==> config.mk <==
export PLATFORM = sky130hd
export DESIGN_NAME = psum_pack_ctrl_flat
export DESIGN_NICKNAME = d
export VERILOG_FILES = /design/src/rtl/psum_pack_ctrl_if.sv /design/src/rtl/psum_pack_ctrl.sv /design/src/flat_wrapper.sv
export SDC_FILE = /design/constraint.sdc
export NUM_CORES = 1
export LEC_CHECK = 0
export ABC_AREA = 1
export ABC_CLOCK_PERIOD_IN_PS = 10670
export CORE_MARGIN = 1
export CORE_UTILIZATION = 56
export DETAILED_ROUTE_END_ITERATION = 6
export GPL_TIMING_DRIVEN = 1
export PLACE_DENSITY = 0.86
export SETUP_SLACK_MARGIN = 0.4
export SYNTH_ARGS = -nofsm -noshare
export SYNTH_HDL_FRONTEND = slang
export SYNTH_SLANG_ARGS = --single-unit
export TNS_END_PERCENT = 5
==> constraint.sdc <==
create_clock -name clk -period 10.67 [get_ports clk]
set_clock_uncertainty 0.05 [all_clocks]
set_input_delay 2.6675 -clock clk [delete_from_list [all_inputs] [get_ports clk]]
set_output_delay 2.6675 -clock clk [all_outputs]
set_load 0.01 [all_outputs]
==> src/rtl/psum_pack_ctrl_if.sv <==
// Neuron-stream and psum-RAM signal bundle for psum_pack_ctrl.
// master = controller side, slave = accumulator/RAM side.
interface psum_pack_ctrl_if #(
    parameter int DATA_W = 16,
    parameter int LANES  = 4,
    parameter int ADDR_W = 10
);
    logic                    nrn_valid;
    logic                    nrn_ready;
    logic [DATA_W-1:0]       nrn_data;
    logic                    rd_en;
    logic [ADDR_W-1:0]       rd_addr;
    logic [DATA_W*LANES-1:0] rd_data;
    logic                    wr_en;
    logic [ADDR_W-1:0]       wr_addr;
    logic [DATA_W*LANES-1:0] wr_data;
    logic                    wr_ready;

    modport master (
        input  nrn_valid, nrn_data, rd_data, wr_ready,
        output nrn_ready, rd_en, rd_addr, wr_en, wr_addr, wr_data
    );

    modport slave (
        output nrn_valid, nrn_data, rd_data, wr_ready,
        input  nrn_ready, rd_en, rd_addr, wr_en, wr_addr, wr_data
    );
endinterface

==> src/rtl/psum_pack_ctrl.sv <==
// Packs neuron results into LANES-wide psum words; pass 0 writes raw values,
// later passes read-modify-write with signed saturating lane-wise accumulation.
module psum_pack_ctrl #(
    parameter int DATA_W = 16,
    parameter int LANES  = 4,
    parameter int ADDR_W = 10,
    parameter int PASS_W = 8
) (
    input  logic              clk,
    input  logic              rst,
    input  logic              start,
    input  logic [ADDR_W-1:0] num_words,
    input  logic [PASS_W-1:0] num_passes,
    psum_pack_ctrl_if.master  bus,
    output logic              plane_rdy,
    output logic              busy,
    output logic              done
);
    localparam int                LANE_W    = (LANES > 1) ? $clog2(LANES) : 1;
    localparam logic [LANE_W-1:0] LAST_LANE = LANE_W'(LANES - 1);
    localparam logic [DATA_W-1:0] SAT_MAX   = {1'b0, {(DATA_W-1){1'b1}}};
    localparam logic [DATA_W-1:0] SAT_MIN   = {1'b1, {(DATA_W-1){1'b0}}};

    localparam logic [2:0] S_IDLE = 3'd0;
    localparam logic [2:0] S_RD   = 3'd1;
    localparam logic [2:0] S_RDW  = 3'd2;
    localparam logic [2:0] S_FILL = 3'd3;
    localparam logic [2:0] S_WR   = 3'd4;
    localparam logic [2:0] S_FIN  = 3'd5;

    logic [2:0]        r_state;
    logic [ADDR_W-1:0] r_num_words;
    logic [ADDR_W-1:0] r_word;
    logic [PASS_W-1:0] r_num_passes;
    logic [PASS_W-1:0] r_pass;
    logic [LANE_W-1:0] r_lane;
    logic [DATA_W-1:0] r_lanes [LANES];
    logic [DATA_W-1:0] r_prior [LANES];
    logic              r_plane_rdy;
    logic              r_busy;
    logic              r_done;

    logic              w_xfer;
    logic              w_last_word;
    logic              w_last_pass;
    logic [PASS_W-1:0] w_pass_nxt;
    logic [DATA_W-1:0] w_prior_lane;
    logic [DATA_W:0]   w_sum;
    logic [DATA_W-1:0] w_lane_val;

    assign w_xfer      = (r_state == S_FILL) && bus.nrn_valid;
    assign w_last_word = (r_word == r_num_words - ADDR_W'(1));
    assign w_pass_nxt  = r_pass + PASS_W'(1);
    assign w_last_pass = (w_pass_nxt == r_num_passes);

    // One guard bit catches overflow: it disagrees with the lane MSB only when clamped.
    always_comb begin
        w_prior_lane = r_prior[r_lane];
        w_sum        = {w_prior_lane[DATA_W-1], w_prior_lane}
                     + {bus.nrn_data[DATA_W-1], bus.nrn_data};
        if (r_pass == '0)
            w_lane_val = bus.nrn_data;
        else if (w_sum[DATA_W] != w_sum[DATA_W-1])
            w_lane_val = w_sum[DATA_W] ? SAT_MIN : SAT_MAX;
        else
            w_lane_val = w_sum[DATA_W-1:0];
    end

    always_comb begin
        bus.wr_data = '0;
        for (int unsigned i = 0; i < LANES; i++)
            bus.wr_data[(LANES-1-i)*DATA_W +: DATA_W] = r_lanes[i];
    end

    assign bus.nrn_ready = (r_state == S_FILL);
    assign bus.rd_en     = (r_state == S_RD);
    assign bus.rd_addr   = r_word;
    assign bus.wr_en     = (r_state == S_WR);
    assign bus.wr_addr   = r_word;
    assign plane_rdy     = r_plane_rdy;
    assign busy          = r_busy;
    assign done          = r_done;

    always_ff @(posedge clk or posedge rst) begin
        if (rst) begin
            r_state      <= S_IDLE;
            r_num_words  <= '0;
            r_word       <= '0;
            r_num_passes <= '0;
            r_pass       <= '0;
            r_lane       <= '0;
            r_lanes      <= '{default: '0};
            r_prior      <= '{default: '0};
            r_plane_rdy  <= 1'b0;
            r_busy       <= 1'b0;
            r_done       <= 1'b0;
        end else begin
            r_plane_rdy <= 1'b0;
            r_done      <= 1'b0;
            case (r_state)
                S_IDLE: begin
                    if (start) begin
                        r_num_words  <= num_words;
                        r_num_passes <= num_passes;
                        r_word       <= '0;
                        r_pass       <= '0;
                        r_lane       <= '0;
                        r_busy       <= 1'b1;
                        r_state      <= (num_words == '0 || num_passes == '0) ? S_FIN : S_FILL;
                    end
                end
                S_RD:  r_state <= S_RDW;
                S_RDW: begin
                    for (int unsigned i = 0; i < LANES; i++)
                        r_prior[i] <= bus.rd_data[(LANES-1-i)*DATA_W +: DATA_W];
                    r_state <= S_FILL;
                end
                S_FILL: begin
                    if (w_xfer) begin
                        r_lanes[r_lane] <= w_lane_val;
                        if (r_lane == LAST_LANE) begin
                            r_lane  <= '0;
                            r_state <= S_WR;
                        end else begin
                            r_lane <= r_lane + LANE_W'(1);
                        end
                    end
                end
                S_WR: begin
                    if (bus.wr_ready) begin
                        if (!w_last_word) begin
                            r_word  <= r_word + ADDR_W'(1);
                            r_state <= (r_pass != '0) ? S_RD : S_FILL;
                        end else begin
                            r_plane_rdy <= 1'b1;
                            r_word      <= '0;
                            r_pass      <= w_pass_nxt;
                            r_state     <= w_last_pass ? S_FIN : S_RD;
                        end
                    end
                end
                S_FIN: begin
                    r_done  <= 1'b1;
                    r_busy  <= 1'b0;
                    r_state <= S_IDLE;
                end
                default: r_state <= S_IDLE;
            endcase
        end
    end
endmodule

==> src/flat_wrapper.sv <==
// flat-port wrapper written by rule: the top's interface ports become plain ports
module psum_pack_ctrl_flat 
#(
    parameter int DATA_W = 16,
    parameter int LANES  = 4,
    parameter int ADDR_W = 10,
    parameter int PASS_W = 8
)
  (clk, rst, start, num_words, num_passes, plane_rdy, busy, done, bus_nrn_valid, bus_nrn_data, bus_rd_data, bus_wr_ready, bus_nrn_ready, bus_rd_en, bus_rd_addr, bus_wr_en, bus_wr_addr, bus_wr_data);
  psum_pack_ctrl_if #(.DATA_W(DATA_W), .LANES(LANES), .ADDR_W(ADDR_W)) bus_i ();
  input  logic clk;
  input  logic rst;
  input  logic start;
  input  logic [ADDR_W-1:0] num_words;
  input  logic [PASS_W-1:0] num_passes;
  output logic plane_rdy;
  output logic busy;
  output logic done;
  input wire logic [$bits(bus_i.nrn_valid)-1:0] bus_nrn_valid;
  input wire logic [$bits(bus_i.nrn_data)-1:0] bus_nrn_data;
  input wire logic [$bits(bus_i.rd_data)-1:0] bus_rd_data;
  input wire logic [$bits(bus_i.wr_ready)-1:0] bus_wr_ready;
  output wire logic [$bits(bus_i.nrn_ready)-1:0] bus_nrn_ready;
  output wire logic [$bits(bus_i.rd_en)-1:0] bus_rd_en;
  output wire logic [$bits(bus_i.rd_addr)-1:0] bus_rd_addr;
  output wire logic [$bits(bus_i.wr_en)-1:0] bus_wr_en;
  output wire logic [$bits(bus_i.wr_addr)-1:0] bus_wr_addr;
  output wire logic [$bits(bus_i.wr_data)-1:0] bus_wr_data;
  assign bus_i.nrn_valid = bus_nrn_valid;
  assign bus_i.nrn_data = bus_nrn_data;
  assign bus_i.rd_data = bus_rd_data;
  assign bus_i.wr_ready = bus_wr_ready;
  assign bus_nrn_ready = bus_i.nrn_ready;
  assign bus_rd_en = bus_i.rd_en;
  assign bus_rd_addr = bus_i.rd_addr;
  assign bus_wr_en = bus_i.wr_en;
  assign bus_wr_addr = bus_i.wr_addr;
  assign bus_wr_data = bus_i.wr_data;
  psum_pack_ctrl #(.DATA_W(DATA_W), .LANES(LANES), .ADDR_W(ADDR_W), .PASS_W(PASS_W)) u_core (.clk(clk), .rst(rst), .start(start), .num_words(num_words), .num_passes(num_passes), .bus(bus_i), .plane_rdy(plane_rdy), .busy(busy), .done(done));
endmodule
==> impl_metrics.py <==
metrics = {
    "floorplanning": {
        "die-area_um2": 17090,
        "fp.dieH_um": 130.7,
        "coreArea_um2": 16060,
        "ios": 193,
        "die_w_um": 130.7,
        "placementRows": 46,
        "initial_utilization_pct": 57.80,
    },
    "power_and_ir_drop": {
        "power.switching_mw": 1.546,
        "internal-power_mw": 2.144,
        "p_seq_share_pct": 30.3,
        "p_sw_share_pct": 41.89,
        "power_frac_comb_pct": 52.3,
        "clkPwrFrac_pct": 17.5,
        "p_per_area_nw_per_um2": 311.0,
        "p_leak_nw": 5.590,
        "power.ir.vdd_worst_mv": 0.1868,
    },
    "setup_path": {
        "crit_chain": "clkdlybuf4s50_1 > ha_1 > inv_1 > fa_1 > inv_1 > nand3_1 > nand2_2 > nand2_2 > nand2_2 > nand2_2 > nand2_1 > nand2_1 > nand2_2 > nand2_4 > nand2_4 > nand2_1 > nand3_1 > nand2_1",
        "slowest_delay_ns": 0.49,
        "path_max_fanout": 15,
        "crit_type": "input port to flip-flop",
        "cpMostUsedCell": "nand2_2",
        "crit_arrival_ns": 5.16,
        "crit_required_ns": 10.93,
        "slowest_stage": "clkdlybuf4s50_1",
        "critical_path.startpoint_type": "input port",
        "cp-end-kind": "flip-flop",
    },
    "cts": {
        "tritoncts": "built",
        "clock_sinks": 172,
        "root_buffer": "clkbuf_16",
        "cts.htree.levels": 4,
        "clkLatencyLatePin_ns": 0.44,
        "cts_setup_buffers": 0,
        "clk_pin_slew_ns": 0.07,
        "clockBufferDepth": 2,
        "ctsResizeCount": 0,
        "cts_made_buffers": 17,
        "cts_hold_buf": 0,
    },
    "job": {
        "drv_cap": 0,
    },
    "finish": {
        "fillers": 1143,
        "drive_gt1_share_pct": 13.04,
        "syn2layout_area_growth_pct": 27.81,
        "stdcell_count": 1489,
        "fin_nets": 1388,
        "register_area_um2": 4304,
        "diodes": 0,
        "multi_input_area_um2": 4407,
        "finalInstanceArea_um2": 11860,
    },
    "global_route": {
        "overflow": 0,
        "grt_max_degree": 88,
        "grt_pass1_vias": 7673,
        "grt_usage_pct": 29.46,
        "antenna_found_initial": 0,
        "grt_pass1_wl_um": 38340,
    },
    "synth": {
        "yosys_warnings": 0,
        "synth_ff_type": "dfrtp_1",
        "yosysSeqAreaShare_pct": 46.37,
        "synth_area_per_cell_um2": 8.515,
        "synth_area_um2": 9281,
        "syn-instance-count": 1090,
        "synth_edf_count": 0,
        "ys_types": 44,
        "ys_async_sr_fraction_pct": 100.0,
        "synthesis.nets": 1218,
        "ys_seq_elements": 172,
    },
    "routing": {
        "wl_met1_um": 10700,
        "vias_per_cell": 5.543,
        "first_pass_iters": 5,
        "finalWirelength_um": 24220,
        "post_drt_wl_per_cell_um": 16.27,
        "ant_nets": 0,
        "highest-signal-layer": "met4",
        "met3_length_um": 1808,
        "routed-wl-met2_um": 11360,
        "vias": 8253,
        "drc": 0,
        "drt_iter0_markers": 654,
    },
    "timing": {
        "tightest_slew_ns": 1.087,
        "drv_slew": 0,
        "setup_tns_ns": 0,
        "slew_headroom_pct": 27.47,
        "finalSetupViolations": 0,
        "hold_ws_ns": 0.4331,
        "period_share_pct": 45.84,
        "hold_violations": 0,
        "clock.fmax_mhz": 204.5,
        "period_needed_ns": 4.891,
        "rsz0062_at_grt": "no",
    },
    "outcome": {
        "status": "complete, no violations",
    },
    "place": {
        "dp.cells": 1457,
        "place_area_um2": 11250,
        "io_buffers": 192,
        "hpwl_um": 16980,
        "gp_congestion": 0.9067,
    },
    "hold_path": {
        "hold_path.class": "flip-flop to flip-flop",
    },
}
[final cells by class]
cell class	count	area share [%]
clock buffer	17	3.586
inverter	86	2.763
multi-input combinational	788	37.15
tap	216	2.278
sequential	172	36.28
clock inverter	15	1.550
timing repair buffer	195	16.39
[stage by stage]
| stage | util (%) | total power, mW | setup slack [ns] |
|---|---|---|---|
| 6_report | 73.87 | 3.690 | 5.779 |
| 5_1_grt | 73.87 | 3.960 | 5.596 |
| 4_1_cts | 73.87 | 3.676 | 5.788 |
| 3_5_place_dp | 70.08 | 3.014 | 5.366 |
| 3_3_place_gp | 70.08 | 2.962 | 5.434 |
| 2_1_floorplan | - | 2.426 | 3.292 |
[flip-flops by register name (all words and copies together), names as in the netlist, 2 cells and up]
name,cells
u_core.r_state,3
u_core.bus.wr_data,64
u_core.r_num_words,10
u_core.r_lane,2
u_core.r_num_passes,8
u_core.r_pass,8
u_core.r_prior,64
u_core.bus.rd_addr,10
[placed cells by master (no fill, tap or decap), drive strengths merged, types with 3 or more instances in the layout]
cell,instances
a21oi,26
a31oi,4
buf,3
bufinv,3
clkbuf,17
clkdlybuf4s50,192
clkinv,9
dfrtp,172
ha,24
inv,89
mux2,63
nand2,335
nand3,101
nand3b,7
nand4,8
nor2,76
nor3,7
nor4,3
o21ai,63
o21bai,4
o22ai,16
or2,19
xnor2,10
xor2,15
[cell usage after synthesis (2+ instances only)]
cell | n | share of area, %
xor2_1 | 15 | 1.4
a21oi_1 | 25 | 1.3
dfrtp_1 | 172 | 46
clkbuf_1 | 17 | 0.69
nand3_1 | 100 | 5.4
mux2_2 | 63 | 7.6
o21bai_1 | 4 | 0.32
nor2_1 | 70 | 2.8
buf_6 | 2 | 0.24
o21ai_2 | 8 | 0.75
nand2_2 | 21 | 1.4
or2_2 | 18 | 1.2
nor3_1 | 7 | 0.38
ha_1 | 24 | 3.2
xnor2_1 | 10 | 0.94
inv_2 | 6 | 0.24
clkinv_1 | 4 | 0.16
buf_2 | 12 | 0.65
nand3b_1 | 7 | 0.57
nand4_1 | 7 | 0.47
o21ai_0 | 54 | 2.9
nand2_1 | 310 | 13
nor2_4 | 3 | 0.36
nor4_1 | 3 | 0.20
buf_4 | 11 | 0.89
inv_1 | 76 | 3.1
o22ai_1 | 16 | 1.1
a31oi_1 | 4 | 0.27
nor2_2 | 3 | 0.20
nand2_4 | 4 | 0.49
[cells by family (layout without fill, tap and decap cells)]
logic type / after synthesis / in the layout / share of synthesized area, %
buffers and inverters: 130 / 313 / 6.201
AOI/OAI and AO/OA: 116 / 116 / 7.118
muxes: 63 / 63 / 7.644
xor gates and xnor gates: 26 / 26 / 2.602
DFF: 172 / 172 / 46.37
and+or+nand+nor: 558 / 558 / 26.61
adders and majority gates: 25 / 25 / 3.451
[path summary, 6_finish.rpt]
| kind | start | to | slack, ns | cells after the start |
|---|---|---|---|---|
| min in group asynchronous | rst | u_core.r_num_passes[2]$_DFFE_PP0P_ | 2.70 | 2 |
| hold / removal | u_core.bus.wr_data[18]$_DFFE_PP0P_ | u_core.bus.wr_data[18]$_DFFE_PP0P_ | 0.43 | 2 |
| setup reg to reg | u_core.r_lane[1]$_DFFE_PP0P_ | u_core.bus.wr_data[46]$_DFFE_PP0P_ | 6.59 | 18 |
| setup / recovery | bus_nrn_data[0] | u_core.bus.wr_data[46]$_DFFE_PP0P_ | 5.78 | 18 |
| hold reg to reg | u_core.bus.wr_data[18]$_DFFE_PP0P_ | u_core.bus.wr_data[18]$_DFFE_PP0P_ | 0.43 | 2 |
| max in group asynchronous | rst | u_core.r_prior[2]$_DFFE_PP0P_ | 6.34 | 3 |
[power groups by stage]
stage | combinational (mW) | clock (mW) | sequential (mW)
after floorplan | 1.30 | 0 | 1.12
after global placement | 1.86 | 0 | 1.11
after detailed placement | 1.89 | 0 | 1.12
after CTS | 1.92 | 0.647 | 1.11
after global routing | 2.14 | 0.677 | 1.14
final | 1.93 | 0.644 | 1.12
[critical path: cells and delay by family]
kind / cells / cell delay, ns
adders and majority gates: 2 / 0.61
buffers and inverters: 3 / 0.64
and+or+nand+nor: 13 / 1.24
[metal layers]
metal | track usage, % | vias to the layer above
met5 | 0 | -
met4 | 8.384 | 0
met3 | 5.904 | 40
met2 | 46.93 | 342
met1 | 41.01 | 3961
li1 | - | 3910
(Power assumes the default switching activity.)
